**src/rtl/rom16x8_pkg.sv**
```systemverilog
// rom16x8_pkg: shared constants, types and contents for the 16x8 squares lookup ROM.
//   ROM_DEPTH / ADDR_W / DATA_W : geometry of the table (fixed 16 x 8).
//   ROM_TABLE                   : constant contents, entry i = (i * i) mod 256.
//   rom_lookup()                : pure combinational read of ROM_TABLE.
package rom16x8_pkg;

    localparam int unsigned ROM_DEPTH = 16;
    localparam int unsigned ADDR_W    = 4;
    localparam int unsigned DATA_W    = 8;

    typedef logic [ADDR_W-1:0] rom_addr_t;
    typedef logic [DATA_W-1:0] rom_word_t;

    // Squares table, written out literally so the contents are visible at a glance.
    localparam rom_word_t ROM_TABLE [ROM_DEPTH] = '{
        8'h00, 8'h01, 8'h04, 8'h09, 8'h10, 8'h19, 8'h24, 8'h31,
        8'h40, 8'h51, 8'h64, 8'h79, 8'h90, 8'hA9, 8'hC4, 8'hE1
    };

    // An X address yields an X word in four-state simulation, since the index is unknown.
    function automatic rom_word_t rom_lookup(input rom_addr_t addr);
        return ROM_TABLE[addr];
    endfunction

endpackage

```
**src/rtl/rom16x8_table.sv**
```systemverilog
// rom16x8_table: purely combinational address -> word decode of the squares ROM.
//   addr : word address 0x0..0xF
//   word : table contents at addr (no registering here)
module rom16x8_table
    import rom16x8_pkg::*;
(
    input  logic [3:0] addr,
    output logic [7:0] word
);

    always_comb begin
        word = rom_lookup(addr);
    end

endmodule

```
**src/rtl/rom16x8.sv**
```systemverilog
// rom16x8: 16-word x 8-bit read-only lookup with a registered read port.
//   clk  : system clock, all state changes on its rising edge
//   rst  : asynchronous active-high reset, forces data to RESET_VALUE
//   re   : read enable, sampled on the rising clk edge
//   addr : word address, sampled on the rising clk edge
//   data : registered read data, one cycle after a read; held while re is low
// ADDR_W and DATA_W are fixed at 4 and 8; other values are not supported.
module rom16x8 #(
    parameter int unsigned          ADDR_W      = 4,
    parameter int unsigned          DATA_W      = 8,
    parameter logic [DATA_W-1:0]    RESET_VALUE = 8'h00
) (
    input  logic              clk,
    input  logic              rst,
    input  logic              re,
    input  logic [ADDR_W-1:0] addr,
    output logic [DATA_W-1:0] data
);

    logic [DATA_W-1:0] word;
    logic [DATA_W-1:0] data_q;
    logic [DATA_W-1:0] data_d;

    rom16x8_table u_table (
        .addr (addr),
        .word (word)
    );

    // Hold the previous word when re is low; addr is then irrelevant.
    always_comb begin
        data_d = data_q;
        if (re) begin
            data_d = word;
        end
    end

    always_ff @(posedge clk or posedge rst) begin
        if (rst) begin
            data_q <= RESET_VALUE;
        end else begin
            data_q <= data_d;
        end
    end

    // Output comes straight from the register: no combinational path from addr or re.
    assign data = data_q;

endmodule

```
**config.mk**
```make
export PLATFORM = sky130hd
export DESIGN_NAME = rom16x8
export DESIGN_NICKNAME = d
export VERILOG_FILES = /design/src/rtl/rom16x8_pkg.sv /design/src/rtl/rom16x8_table.sv /design/src/rtl/rom16x8.sv
export SDC_FILE = /design/constraint.sdc
export NUM_CORES = 1
export LEC_CHECK = 0
export CAP_MARGIN = 25
export CORE_AREA = 3 3 40 42
export DETAILED_ROUTE_END_ITERATION = 8
export DIE_AREA = 0 0 43 45
export PLACE_DENSITY_LB_ADDON = 0.08
export SLEW_MARGIN = 20
export SYNTH_ARGS = -nofsm -noshare
export SYNTH_HDL_FRONTEND = slang
export SYNTH_SLANG_ARGS = --single-unit
```
**constraint.sdc**
```tcl
create_clock -name clk -period 0.8 [get_ports clk]
set_input_delay 0.16 -clock clk [delete_from_list [all_inputs] [get_ports clk]]
set_output_delay 0.16 -clock clk [all_outputs]
set_load 0.05 [all_outputs]
```
Word level (Yosys, flattened, before mapping)
Memory sizes are Yosys's and may differ from the RTL's. A register that Yosys moved wholly into a read port is not among the register bits.
Cells that the tools add are included.
Operators by class
  $add $sub $neg: 0
  multipliers: 0
  divide/modulo/power cells: 0
  order comparisons: 0
  equal/unequal tests: 0
  shift operators: 0
  mux-type cells: 0
  bitwise gates (word level): 1
  reduce and logical (&&, ||, !) cells: 0
Operator list (count)
  $not A4 Y5: 1
Word-level totals
  register bits after elaboration: 0
  latch bits: 0
  memory bits (writable): 0
  bits in read-only memories: 128
  input port bits: 7
  output and inout port bits: 8
  logic and storage cells: 2
  memories kept: 1
Memory list
  (no name shown): words 16, width 8, rd ports 1, clocked after memory_dff 1, write ports 0, line rom16x8_pkg.sv:22  | return ROM_TABLE[addr];

Depth between registers and ports, before layout
  depth in word-level cells: 1
  gate-level depth with buffers: 3
  gate-level depth less buffers: 2

By module
From an unflattened synthesis, not the netlist that was laid out.
Second synthesis, totals
  cells, all modules: 32
  area, all modules: 435.4 um2
By module, submodules not included
  rom16x8: instances 1, cells each 18, area each 335.3 um2, sequential area each 200.2 um2
  rom16x8_table: instances 1, cells each 14, area each 100.1 um2, sequential area each 0.0 um2

Worst setup path before layout
Ideal clock, no wire load.
  path kind: register to register
  start point: reg data[4] (netlist name)
  end point: reg data_q[4] (netlist: data[4])
  setup time: 0.090 ns
  arrival time: 0.837 ns
  data required time: 0.710 ns
  slack: -0.127 ns
  cell stages (with the launch flop): 3
  path buffers: 0
  period minus slack after synthesis: 0.927 ns
  cell sequence: dfrtp_1 > inv_1 > o221ai_1
RTL lines
  end, declared: line rom16x8.sv:21  | logic [DATA_W-1:0] data_q;

Worst setup path in the final report
  start point: reg data_q[7] (netlist: data[7])
  end point: out data[7]
RTL lines
  end, declared: line rom16x8.sv:17  | output logic [DATA_W-1:0] data
No word-level cell between the ends.

==> impl_metrics.py <==
metrics = {
    "job": {
        "cap_violations": 0,
    },
    "global_route": {
        "antenna_found_initial": 0,
        "grt_max_degree": 8,
        "track_usage_pct": 9.388,
        "grt_pass1_vias": 309,
        "gr-total-overflow": 0,
        "grt_pass1_wl_um": 1283,
    },
    "die": {
        "dieWidth_um": 43,
        "die_y_um": 45,
        "pin_count": 15,
        "core-area_mm2": 0.001285,
        "rows": 13,
        "initial_utilization_pct": 27.56,
        "dieArea_mm2": 0.001935,
    },
    "outcome": {
        "violations": "negative setup slack",
        "status": "complete, but fails checks",
    },
    "clock_tree": {
        "cts_buffers": 3,
        "cts.htree.levels": 1,
        "cts_hold_buf": 0,
        "cts_tree": "yes",
        "clk_pin_slew_worst_paths_ps": 50,
        "clk_latency_ps": 240,
        "cts_num_sinks": 7,
        "root_buffer": "clkbuf_4",
        "cts_max_path_buffers": 2,
    },
    "worst_setup_path": {
        "cpLargestDelayFamily": "flip-flops",
        "worst-path-max-fanout": 2,
        "cp-end-kind": "output port",
        "critPathRequiredTime_ps": 640,
        "cp_slowest_stage_delay_ps": 420,
        "critPathBufInv": 1,
        "worst-setup-path-type": "flip-flop to output port",
        "slowest_stage": "dfrtp_2",
        "cp.arrival_ps": 820,
        "cp_cell_sequence": "buf_12",
        "startpoint_type": "flip-flop",
    },
    "routing": {
        "drtPass1Iterations": 2,
        "vias": 303,
        "first_iter_violations": 1,
        "ant_nets": 0,
        "via_per_inst": 4.329,
        "remaining_drc_errors": 0,
        "wl_um": 761,
        "drt-wirelength-per-cell_um": 10.87,
    },
    "logic_synthesis": {
        "syn_nets": 43,
        "synthCells": 36,
        "syn_area_per_cell_um2": 9.836,
        "yosysSeqAreaShare_pct": 49.47,
        "ys_types": 17,
        "ys_ff_latch": 7,
        "ys_warn_count": 0,
        "yosys-top-cells-area": "dfrtp_1, inv_1, o221ai_1",
        "netlist_area_um2": 354.1,
        "synth_area_leader_cell": "dfrtp_1",
        "synth.top_cell.area_share_pct": 49.47,
    },
    "timing": {
        "finalSetupViolCount": 8,
        "worst_slack_ps": -179.5,
        "rsz0062_at_grt": "true",
        "hold_viol": 0,
        "slew_viol_final": 0,
        "layout_min_cycle_time_ps": 979.5,
        "period_share_pct": 122.4,
        "setup_tns_ps": -1228,
        "finClkSkew_ps": 0,
        "max_freq_mhz": 1021,
    },
    "power_and_ir_drop": {
        "leakage_nw": 0.2761,
        "ir_drop_uv": 703.8,
        "power.density_mw_per_mm2": 1880,
    },
    "layout": {
        "layout.area.seq_um2": 183.9,
        "multiInputGateArea_um2": 128.9,
        "final_cell_area_um2": 620.6,
        "fillers": 122,
        "area_growth_syn_to_layout_pct": 75.26,
        "layout_common_cells": "inv_1, dfrtp_2, buf_12",
        "largest_reg_flops": 7,
        "drive_gt1_share_pct": 43.64,
        "antennaDiodeCount": 0,
        "fin_nets": 63,
    },
    "place": {
        "place_area_um2": 578.1,
        "hpwl_um": 611.5,
        "port_buffers": 13,
        "place.gp.congestion": 0.7470,
        "post-place-ws_ps": -510.3,
    },
    "worst_hold_path": {
        "min_path_type": "input port to asynchronous set/reset pin",
    },
}
==> per-layer routing <==
metal,GRT usage [%],vias up,routed length (um)
li1,-,155,-
met1,10.81,134,330
met2,14.97,12,368
met3,2.390,2,57
met4,7.229,0,5
met5,0,-,0
==> path summary, 6_finish.rpt <==
path	from	endpoint	slack, ps	cells after the start
max	data[7]	data[7]	-180	1
min	rst	data[7]	150	2
max reg2reg	data[5]	data[5]	0	3
min reg2reg	data[0]	data[0]	560	2
max in group asynchronous	rst	data[4]	410	2
min in group clk	addr[0]	data[2]	380	3
==> what timing repair did <==
| action | CTS | global route |
|---|---|---|
| endpoints found under the hold margin | 0 | 0 |
| endpoints found under the setup margin | 14 | 8 |
| cloned | 0 | 0 |
| gates resized for setup | 6 | 2 |
| setup buffers | 2 | 0 |
==> cell usage after synthesis (all sizes together) <==
| cell | number |
|---|---|
| o221ai | 2 |
| dfrtp | 7 |
| nand4bb | 1 |
| mux2i | 1 |
| nand3b | 1 |
| o21ai | 3 |
| nand2 | 2 |
| nand4b | 1 |
| nand3 | 1 |
| inv | 8 |
| conb | 1 |
| xnor2 | 2 |
| o22ai | 2 |
| buf | 3 |
| nor2b | 1 |
==> power breakdown <==
part           switching (mW)  internal [mW]
Sequential             0.0354          0.396
Combinational           0.216          0.205
Clock                   0.125          0.190
Total                   0.376          0.791
==> per-stage QoR <==
stage               utilization (%)  cells  hold slack (ps)  power (mW)
floorplan                         -     36           -36.54      0.6323
global placement              44.99     64            413.3      0.8433
detailed placement            44.99     64            418.4      0.8491
CTS                           48.20     70            144.1       1.193
global route                  48.30     70            167.8       1.230
finish                        48.30     70            148.3       1.167
==> layout make-up <==
class                           count  area share [%]
Clock buffer                        4           4.234
Sequential cell                     7           29.64
Multi-Input combinational cell     18           20.77
Inverter                            8           4.839
Timing Repair Buffer               18           37.50
Tap cell                           15           3.024
==> kinds of logic after synthesis <==
family | count (synthesis) | share of synthesized area, %
xor gates and xnor gates | 2 | 4.948
and+or+nand+nor | 7 | 13.08
muxes | 1 | 2.827
buffers and inverters | 11 | 15.90
other | 1 | 1.059
AOI/OAI and AO/OA | 7 | 12.72
DFF | 7 | 49.47
Power figures use the tool's default switching activity.
